## config.mk

```make
export PLATFORM = sky130hd
export DESIGN_NAME = ece571f23_g5_aes_addroundkey_stream
export DESIGN_NICKNAME = d
export VERILOG_FILES = /design/src/rtl/ece571f23_g5_aes_addroundkey_stream.sv
export SDC_FILE = /design/constraint.sdc
export NUM_CORES = 1
export LEC_CHECK = 0
export ABC_AREA = 1
export CAP_MARGIN = 15
export CORE_ASPECT_RATIO = 1.5
export CORE_MARGIN = 3
export CORE_UTILIZATION = 45
export CTS_CLUSTER_DIAMETER = 80
export DETAILED_ROUTE_END_ITERATION = 6
export PLACE_DENSITY = 0.79
export REMOVE_ABC_BUFFERS = 1
export SETUP_SLACK_MARGIN = 0.02
export SLEW_MARGIN = 20
export SYNTH_ARGS = -nofsm -noshare
export SYNTH_HDL_FRONTEND = slang
export SYNTH_SLANG_ARGS = --single-unit
```

## constraint.sdc

```tcl
create_clock -name clk -period 6 [get_ports clk]
set_clock_uncertainty 0.1 [all_clocks]
set_input_delay 1.2 -clock clk [delete_from_list [all_inputs] [get_ports clk]]
set_output_delay 1.2 -clock clk [all_outputs]
set_load 0.03 [all_outputs]
```

## src/rtl/ece571f23_g5_aes_addroundkey_stream.sv

```systemverilog
// ece571f23_g5_aes_addroundkey_stream
//   Streams a 128-bit AES state through AddRoundKey, LANE_W bits per beat.
//   A round key (and bypass flag) is latched once per state. Each accepted
//   text beat is XORed with the matching key lane and registered onto the
//   output. When bypass is latched, the text passes through unchanged.
//
// Ports
//   clk, rst              clock, asynchronous active-high reset
//   key[127:0]            round key, MSB-first (FIPS-197 byte order)
//   key_valid/key_ready   key + bypass handshake (accepted only in IDLE)
//   bypass                1 = pass text through unmodified
//   in_data/valid/ready   text lane input; beat 0 is the MS lane of the state
//   out_data/valid/ready  result lane output, one register stage
//   out_last              marks the final beat of a state
//   busy                  high whenever not in IDLE
module ece571f23_g5_aes_addroundkey_stream #(
    parameter int unsigned LANE_W = 32
) (
    input  logic              clk,
    input  logic              rst,
    input  logic [127:0]      key,
    input  logic              key_valid,
    output logic              key_ready,
    input  logic              bypass,
    input  logic [LANE_W-1:0] in_data,
    input  logic              in_valid,
    output logic              in_ready,
    output logic [LANE_W-1:0] out_data,
    output logic              out_valid,
    input  logic              out_ready,
    output logic              out_last,
    output logic              busy
);

    localparam int unsigned BEATS = 128 / LANE_W;
    localparam int unsigned CNT_W = (BEATS > 1) ? $clog2(BEATS) : 1;
    localparam logic [CNT_W-1:0] LAST_BEAT = CNT_W'(BEATS - 1);

    typedef enum logic [1:0] {
        IDLE,
        RUN,
        DRAIN
    } state_t;

    state_t             state_q, state_d;
    logic [127:0]       key_q, key_d;
    logic               bypass_q, bypass_d;
    logic [CNT_W-1:0]   cnt_q, cnt_d;
    logic [LANE_W-1:0]  out_data_q, out_data_d;
    logic               out_valid_q, out_valid_d;
    logic               out_last_q, out_last_d;

    logic [127:0]       key_shift;
    logic [LANE_W-1:0]  key_lane;
    int unsigned        shamt;
    logic               out_pop;

    always_comb begin
        state_d     = state_q;
        key_d       = key_q;
        bypass_d    = bypass_q;
        cnt_d       = cnt_q;
        out_data_d  = out_data_q;
        out_valid_d = out_valid_q;
        out_last_d  = out_last_q;
        key_ready   = 1'b0;
        in_ready    = 1'b0;

        // Shift the current lane of the latched key to the top so beat n
        // picks key[127-n*LANE_W -: LANE_W].
        shamt     = 32'(cnt_q) * LANE_W;
        key_shift = key_q << shamt;
        key_lane  = key_shift[127 -: LANE_W];

        out_pop = out_valid_q && out_ready;
        if (out_pop) begin
            out_valid_d = 1'b0;
            out_last_d  = 1'b0;
        end

        case (state_q)
            IDLE: begin
                key_ready = 1'b1;
                if (key_valid) begin
                    key_d    = key;
                    bypass_d = bypass;
                    cnt_d    = '0;
                    state_d  = RUN;
                end
            end
            RUN: begin
                // A new beat may enter whenever the output slot is empty or
                // being popped this cycle, so push and pop can coincide.
                in_ready = !out_valid_q || out_ready;
                if (in_valid && in_ready) begin
                    out_data_d  = in_data ^ (bypass_q ? '0 : key_lane);
                    out_valid_d = 1'b1;
                    out_last_d  = (cnt_q == LAST_BEAT);
                    if (cnt_q == LAST_BEAT) begin
                        cnt_d   = '0;
                        state_d = DRAIN;
                    end else begin
                        cnt_d = cnt_q + CNT_W'(1);
                    end
                end
            end
            DRAIN: begin
                if (out_pop && out_last_q) begin
                    state_d = IDLE;
                end
            end
            default: state_d = IDLE;
        endcase
    end

    always_ff @(posedge clk or posedge rst) begin
        if (rst) begin
            state_q     <= IDLE;
            key_q       <= '0;
            bypass_q    <= 1'b0;
            cnt_q       <= '0;
            out_data_q  <= '0;
            out_valid_q <= 1'b0;
            out_last_q  <= 1'b0;
        end else begin
            state_q     <= state_d;
            key_q       <= key_d;
            bypass_q    <= bypass_d;
            cnt_q       <= cnt_d;
            out_data_q  <= out_data_d;
            out_valid_q <= out_valid_d;
            out_last_q  <= out_last_d;
        end
    end

    assign out_data  = out_data_q;
    assign out_valid = out_valid_q;
    assign out_last  = out_last_q;
    assign busy      = (state_q != IDLE);

endmodule

```

==> impl_metrics.toml, run 1 <==
[global_routing]
grt_pass1_wl_um = 36100
antenna_found_initial = 2
grt_use_total_pct = 21.7
grt_pass1_vias = 7382
gr-total-overflow = 0
grt_start_max_net_pins = 115

[worst_setup_path]
cpLargestDelayFamily = "buffers and inverters"
arrival_ns = 2.64
crit_required_ns = 4.70
start_kind = "primary input"
end_kind = "output port"
crit_chain = "clkdlybuf4s50_1, inv_1, nand2_1, and2_1, clkdlybuf4s50_1"
critPathBufInv = 3
path_class = "primary input to output port"
crit_top_cell = "clkdlybuf4s50_1"
cpPeakStageDelay_ns = 0.66
cp_slowest_cell = "clkdlybuf4s50_1"
critPathMaxFanout = 4

[yosys]
synth.largest_area_cell = "dfrtp_1"
synthTopCellsByCount = "nand2_1, dfrtp_1, inv_1"
ys_types = 22
synth_area_sq_um = 8500
syn_area_per_cell_sq_um = 7.75
synthCells = 1097
synth_edf_count = 0
synth-seq-area-share_pct = 49.1
synth_ff_type = "dfrtp_1"
synth_area_leaders = "dfrtp_1, nand2_1, nand3_1, inv_1, a21oi_2"
synth_seq_cells = 167
synth_top_area_share_pct = 49.1
ys_warn_count = 0
synth_most_common_cell = "nand2_1"
async_flop_share_pct = 100

[route]
routedWlPerCell_um = 14.4
dr.pass1.iters = 5
vias = 7452
ant_nets = 0
remaining_drc_errors = 0
first_iter_violations = 469
drt-total-wl_um = 22000
viasPerCell = 4.87

[placement]
dp_hpwl_um = 14200
placedCellCount = 1495
routabilityCongestion = 0.834
io_buffer_count = 202

[timing]
rsz0062_at_grt = "false"
whs_ns = 0.384
worst_pin_slew_ns = 1.00
max_freq_ghz = 0.254
fin_crit_ns = 3.94
setup_viol = 0
final_hold_viol_count = 0
setup-tns-final_ns = 0
period_share_pct = 65.7
finalMaxSlewViolations = 0
slew-limit-headroom_pct = 33.0

[floorplanning]
core_area_sq_um = 18500
initial_utilization_pct = 45.9
dieWidth_um = 118
rows = 61
ios = 203
die_y_um = 174
dieArea_sq_um = 20600

[power_and_ir_drop]
ir_drop_v = 0.000202
p_per_area_nw_per_um2 = 488
leakagePower_uw = 0.00551

[clock_network]
cts_sinks = 167
h-tree-depth = 4
cts_tree = "yes"
post_cts_resized = 0
cts_buffer_depth = 2
cts-root-buf = "clkbuf_16"
clk_latency_ns = 0.42
path_clk_slew_ns = 0.07
cts_made_buffers = 17
post-cts-setup-buffer-count = 0
ctsHoldBuffers = 0

[final_layout]
fin_cells = 1529
filler_cell_count = 1661
fin_nets = 1429
layout-area-overhead-vs-synth_pct = 29.9
drive_gt1_share_pct = 9.25

[run_status]
status = "complete, no violations"

[worst_hold_path]
hp-class = "register to register"

[job]
maxCapViolations = 0
==> final timing paths <==
| check | startpoint | to | slack (ns) | cells past startpoint |
|---|---|---|---|---|
| max in group asynchronous | rst | out_data[13]$_DFFE_PP0P_ | 3.65 | 3 |
| worst min register to register | out_data[10]$_DFFE_PP0P_ | out_data[10]$_DFFE_PP0P_ | 0.38 | 2 |
| min in group asynchronous | rst | key_q[100]$_DFFE_PP0P_ | 1.18 | 2 |
| worst min-delay path | out_data[10]$_DFFE_PP0P_ | out_data[10]$_DFFE_PP0P_ | 0.38 | 2 |
| worst max-delay path | out_ready | in_ready | 2.06 | 5 |
| worst max register to register | cnt_q[0]$_DFFE_PP0P_ | out_data[7]$_DFFE_PP0P_ | 3.24 | 9 |
==> layout make-up <==
cell class	count	area, sq um	area share (%)
flip-flops and latches	167	4180	37.8
clock buffers	20	457	4.13
diodes	2	5.00	0.0453
well taps	252	315	2.85
inverters	169	644	5.83
multi-input cells	698	3270	29.6
repair buffers	209	2090	18.9
clock inverters	12	93.8	0.849
==> per-layer routing <==
| metal | wire length [um] | GRT usage, % | share of wire (%) |
|---|---|---|---|
| met5 | 0 | 0 | 0 |
| met4 | 546 | 8.22 | 2.5 |
| met3 | 860 | 3.74 | 3.9 |
| met2 | 11500 | 38.3 | 52 |
| met1 | 9080 | 26.3 | 41 |
==> cells by family (layout without fill, tap and decap cells) <==
group | Yosys count | in the layout | synth area share, %
AOI/OAI and AO/OA | 136 | 136 | 11.0
adders and majority gates | 1 | 1 | 0.147
buffers and inverters | 232 | 410 | 12.5
DFF | 167 | 167 | 49.1
other | 0 | 2 | 0
and+or+nand+nor | 561 | 561 | 27.1
==> cell usage in the layout (no fill, tap or decap), types with 2 or more instances in the layout <==
| cell | n |
|---|---|
| nand2_1 | 293 |
| clkdlybuf4s50_1 | 202 |
| dfrtp_1 | 166 |
| inv_1 | 164 |
| nand3_1 | 132 |
| nor2_1 | 129 |
| a21oi_2 | 69 |
| a21oi_1 | 61 |
| clkbuf_16 | 17 |
| o21ai_0 | 6 |
| clkinvlp_4 | 6 |
| buf_4 | 6 |
| inv_6 | 4 |
| clkinv_2 | 3 |
| diode_2 | 2 |
| nor2_4 | 2 |
| inv_2 | 2 |
| clkbuf_8 | 2 |
==> tightest hold or removal path: stages (launching register included) <==
cell and delay [ns]:
dfrtp_1 0.34, nand2_1 0.05, nand2_1 0.05
==> power breakdown <==
| part | internal (uW) | total, uW | switching (uW) |
|---|---|---|---|
| registers | 1650 | 1830 | 181 |
| clock network | 557 | 1030 | 472 |
| logic | 911 | 2530 | 1620 |
==> stage by stage <==
step	setup slack [ns]	total power [uW]	cell area, sq um	util (%)
6_report	2.06	5390	11100	59.6
5_1_grt	1.98	5810	11100	59.6
3_5_place_dp	2.02	4380	10500	56.6
3_3_place_gp	2.06	4290	10500	56.6
2_1_floorplan	0.182	3580	8070	-
4_1_cts	2.05	5430	11000	59.5
==> sequential cells by signal, summed over array words and instances (netlist names) <==
register	flops
bypass_q	1
state_q	2
out_valid	1
out_last	1
key_q	128
out_data	32
cnt_q	2
(Power assumes the default switching activity.)
==> run 2, diff against run 1 <==
--- a/config.mk
+++ b/config.mk
@@ -12,7 +12,7 @@
 export CORE_UTILIZATION = 45
 export CTS_CLUSTER_DIAMETER = 80
 export DETAILED_ROUTE_END_ITERATION = 6
-export PLACE_DENSITY = 0.79
+export PLACE_DENSITY = 0.76
 export REMOVE_ABC_BUFFERS = 1
 export SETUP_SLACK_MARGIN = 0.02
 export SLEW_MARGIN = 20
==> constraint.sdc (replaced) <==
create_clock -name clk -period 3.9 [get_ports clk]
set_clock_uncertainty 0.1 [all_clocks]
set_input_delay 0.78 -clock clk [delete_from_list [all_inputs] [get_ports clk]]
set_output_delay 0.78 -clock clk [all_outputs]
set_load 0.03 [all_outputs]
==> impl_metrics.toml, run 2 (synthesized netlist as in run 1, its figures left out) <==
[route]
viasPerCell = 4.86
vias = 7440
remaining_drc_errors = 0
dr.pass1.iters = 4
drt-total-wl_um = 22000
routedWlPerCell_um = 14.3
first_iter_violations = 541
ant_nets = 0

[power_and_ir_drop]
p_per_area_nw_per_um2 = 751
ir_drop_v = 0.000344
internal_power_uw = 4930
pwr-share-comb_pct = 46.7
p_sw_uw = 3430
power_frac_seq_pct = 33.7
power_uw = 8370
leakagePower_uw = 0.00556
clkPwrFrac_pct = 19.6
swShare_pct = 41.1

[timing]
period_share_pct = 80.9
setup_viol = 0
setup-tns-final_ns = 0
slew-limit-headroom_pct = 35.3
fin_crit_ns = 3.16
worst_pin_slew_ns = 0.969
final_hold_viol_count = 0
max_freq_ghz = 0.317
finalMaxSlewViolations = 0
whs_ns = 0.382
rsz0062_at_grt = "false"

[final_layout]
final_common_cell = "nand2_1"
drive_gt1_share_pct = 9.46
filler_cell_count = 1674
layout-area-overhead-vs-synth_pct = 31.0
regArea_sq_um = 4180
largest_reg_flops = 128
multi_input_area_sq_um = 3270
largest-register = "key_q"
fin_cells = 1532
fin_nets = 1434
final_cell_mix = "nand2_1, clkdlybuf4s50_1, dfrtp_1"

[clock_network]
cts_made_buffers = 17
path_clk_slew_ns = 0.06
cts_sinks = 167
h-tree-depth = 4
cts-root-buf = "clkbuf_16"
cts_tree = "yes"
post-cts-setup-buffer-count = 0
post_cts_resized = 0
ctsHoldBuffers = 0
clk_latency_ns = 0.42
cts_buffer_depth = 2

[worst_setup_path]
start_kind = "primary input"
critPathMaxFanout = 4
path_class = "primary input to output port"
end_kind = "output port"
arrival_ns = 2.28
crit_required_ns = 3.02

[floorplanning]
core_area_sq_um = 18500
dieWidth_um = 118
rows = 61
die_y_um = 174
ios = 203
initial_utilization_pct = 45.9
dieArea_sq_um = 20600

[global_routing]
gr-total-overflow = 0
antenna_found_initial = 1
grt_start_max_net_pins = 93
grt_pass1_wl_um = 35800
grt_use_total_pct = 21.7
grt_pass1_vias = 7455

[job]
maxCapViolations = 0

[placement]
dp_hpwl_um = 14400
io_buffer_count = 202
placedCellCount = 1500
routabilityCongestion = 0.800

[worst_hold_path]
hp-class = "register to register"

[run_status]
status = "complete, no violations"
==> run 2: per-stage QoR <==
| step | worst slack (ns) | util, % | instance area (sq um) |
|---|---|---|---|
| CTS | 0.733 | 60.1 | 11100 |
| finish | 0.744 | 60.1 | 11100 |
| global route | 0.654 | 60.1 | 11100 |
| global placement | 0.730 | 57.0 | 10600 |
| detailed placement | 0.745 | 57.0 | 10600 |
| floorplan | -1.50 | - | 8070 |
==> run 2: layer usage <==
metal / vias up / GRT usage, % / routed length (um)
met5: - / 0 / 0
met4: 0 / 11.1 / 813
met3: 53 / 4.33 / 1000
met2: 196 / 37.8 / 11300
met1: 3488 / 25.4 / 8900
li1: 3703 / - / -
==> run 2: worst max-delay path, stage by stage <==
cell,delay [ns]
clkdlybuf4s50_1,0.50
inv_1,0.05
nand2_1,0.13
and2_1,0.15
clkdlybuf4s50_1,0.67
==> run 2: path summary, 6_finish.rpt <==
check,start,end,slack [ns],depth (start not counted)
setup / recovery,out_ready,in_ready,0.74,5
hold / removal,out_data[30]$_DFFE_PP0P_,out_data[30]$_DFFE_PP0P_,0.38,2
setup reg to reg,cnt_q[0]$_DFFE_PP0P_,out_data[20]$_DFFE_PP0P_,1.74,9
hold reg to reg,out_data[30]$_DFFE_PP0P_,out_data[30]$_DFFE_PP0P_,0.38,2
max in group asynchronous,rst,out_data[30]$_DFFE_PP0P_,2.23,3
min in group asynchronous,rst,key_q[80]$_DFFE_PP0P_,0.73,2
==> run 2: final cells by class <==
cell class	count	share of cell area, %
Multi-Input combinational cell	698	29.3
Clock inverter	6	0.595
Timing Repair Buffer	214	19.4
Antenna cell	1	0.0225
Inverter	169	5.76
Clock buffer	25	4.54
Tap cell	252	2.83
Sequential cell	167	37.5
==> run 2: power by group through the flow <==
stage	clock network, uW	logic, uW	registers [uW]
final	1640	3910	2820
after global routing	1740	4400	2900
after detailed placement	0	3930	2840
after floorplan	0	2320	3190
after global placement	0	3810	2820
after CTS	1680	3950	2820
==> run 3, diff against run 2 <==
==> constraint.sdc (replaced) <==
create_clock -name clk -period 3.2 [get_ports clk]
set_clock_uncertainty 0.1 [all_clocks]
set_input_delay 0.64 -clock clk [delete_from_list [all_inputs] [get_ports clk]]
set_output_delay 0.64 -clock clk [all_outputs]
set_load 0.03 [all_outputs]
==> impl_metrics.toml, run 3 (synthesized netlist as in run 1, its figures left out) <==
[global_routing]
gr-total-overflow = 0
grt_use_total_pct = 21.6
antenna_found_initial = 0
grt_start_max_net_pins = 87
grt_pass1_wl_um = 36100
grt_pass1_vias = 7336

[worst_setup_path]
crit_required_ns = 2.46
cpLargestDelayFamily = "buffers and inverters"
crit_chain = "clkdlybuf4s50_1, inv_1, nand2_1, and2_1, clkdlybuf4s50_1"
critPathBufInv = 3
r2r_cells = 7
path_class = "primary input to output port"
arrival_ns = 2.15
cp_slowest_cell = "clkdlybuf4s50_1"
critPathMaxFanout = 4
end_kind = "output port"
cp.depth = 5
cpPeakStageDelay_ns = 0.67
crit_top_cell = "clkdlybuf4s50_1"
start_kind = "primary input"

[timing]
setup_viol = 0
worst_pin_slew_ns = 0.952
max_freq_ghz = 0.346
fin_crit_ns = 2.89
slew-limit-headroom_pct = 36.4
finalMaxSlewViolations = 0
fin_ws_ns = 0.309
final_hold_viol_count = 0
period_share_pct = 90.3
whs_ns = 0.378
setup-tns-final_ns = 0
rsz0062_at_grt = "false"

[final_layout]
final_common_cell = "nand2_1"
multi_input_area_sq_um = 3270
fin_nets = 1437
drive_gt1_share_pct = 9.74
filler_cell_count = 1678
regArea_sq_um = 4180
n_antenna_cell = 0
final_area_sq_um = 11200
largest_reg_flops = 128
final_cell_mix = "nand2_1, clkdlybuf4s50_1, dfrtp_1"
largest-register = "key_q"
layout-area-overhead-vs-synth_pct = 31.7

[power_and_ir_drop]
p_sw_uw = 4200
clkPwrFrac_pct = 19.9
pwr-share-comb_pct = 46.8
ir_drop_v = 0.000472
internal_power_uw = 6070
p_per_area_nw_per_um2 = 917
swShare_pct = 40.9
power_frac_seq_pct = 33.3
leakagePower_uw = 0.00560
power_uw = 10300

[clock_network]
path_clk_slew_ns = 0.06
cts_sinks = 167
cts_tree = "yes"
cts_buffer_depth = 2
h-tree-depth = 4
clk_latency_ns = 0.42
ctsHoldBuffers = 0
cts_made_buffers = 17
post-cts-setup-buffer-count = 0
post_cts_resized = 0
cts-root-buf = "clkbuf_16"

[route]
ant_nets = 0
dr.pass1.iters = 4
drt-total-wl_um = 21800
first_iter_violations = 416
viasPerCell = 4.80
vias = 7367
routedWlPerCell_um = 14.2
remaining_drc_errors = 0

[floorplanning]
dieArea_sq_um = 20600
core_area_sq_um = 18500
ios = 203
initial_utilization_pct = 45.9
die_y_um = 174
dieWidth_um = 118
rows = 61

[placement]
dp_slack_ns = 0.306
io_buffer_count = 202
routabilityCongestion = 0.783
dp_hpwl_um = 14500
placed_area_sq_um = 10600

[worst_hold_path]
hold_depth = 2
hp-class = "register to register"

[job]
maxCapViolations = 0

[run_status]
status = "complete, no violations"
==> run 3: cell types whose count changed in the layout (fill, tap and decap cells not counted), sizes merged <==
cell      change
buf           +3
bufinv        +1
clkbuf        -3
clkinv        +2
clkinvlp      -1
diode         -1
inv           +2
==> run 3: final timing paths <==
| kind | start | endpoint | slack, ns |
|---|---|---|---|
| setup / recovery | out_ready | in_ready | 0.31 |
| hold / removal | out_data[17]$_DFFE_PP0P_ | out_data[17]$_DFFE_PP0P_ | 0.38 |
| setup reg to reg | cnt_q[0]$_DFFE_PP0P_ | state_q[0]$_DFFE_PP0P_ | 1.21 |
| hold reg to reg | out_data[17]$_DFFE_PP0P_ | out_data[17]$_DFFE_PP0P_ | 0.38 |
| max in group asynchronous | rst | out_data[26]$_DFFE_PP0P_ | 1.74 |
| min in group asynchronous | rst | key_q[80]$_DFFE_PP0P_ | 0.50 |
==> run 3: tightest hold or removal path: stages, from the launching register on <==
cell and delay, ns:
dfrtp_1 0.34, nand2_1 0.05, nand2_1 0.05
==> run 3: power groups by stage <==
| stage | combinational [uW] | clock, uW | sequential, uW |
|---|---|---|---|
| 6_report | 4810 | 2040 | 3430 |
| 5_1_grt | 5400 | 2160 | 3540 |
| 4_1_cts | 4840 | 2090 | 3430 |
| 3_5_place_dp | 4820 | 0 | 3460 |
| 3_3_place_gp | 4700 | 0 | 3430 |
| 2_1_floorplan | 2820 | 0 | 3890 |
==> run 3: through the flow <==
stage               util (%)  instances
floorplan                  -       1034
global placement        57.2       1503
detailed placement      57.2       1503
CTS                     60.4       1535
global route            60.4       1535
finish                  60.4       1535
==> run 3: metal layers <==
metal  track usage (%)  vias up  part of all wire, %
li1                  -     3704                    -
met1              25.8     3445                   41
met2              38.5      175                   52
met3              3.29       43                  3.7
met4              9.29        0                  3.2
met5                 0        -                    0
==> run 3: final cells by class <==
type,instances,area share [%]
multi-input combinational,698,29.2
tap,252,2.82
inverter,169,5.73
clock buffer,22,4.14
sequential,167,37.3
clock inverter,10,1.07
timing repair buffer,217,19.7
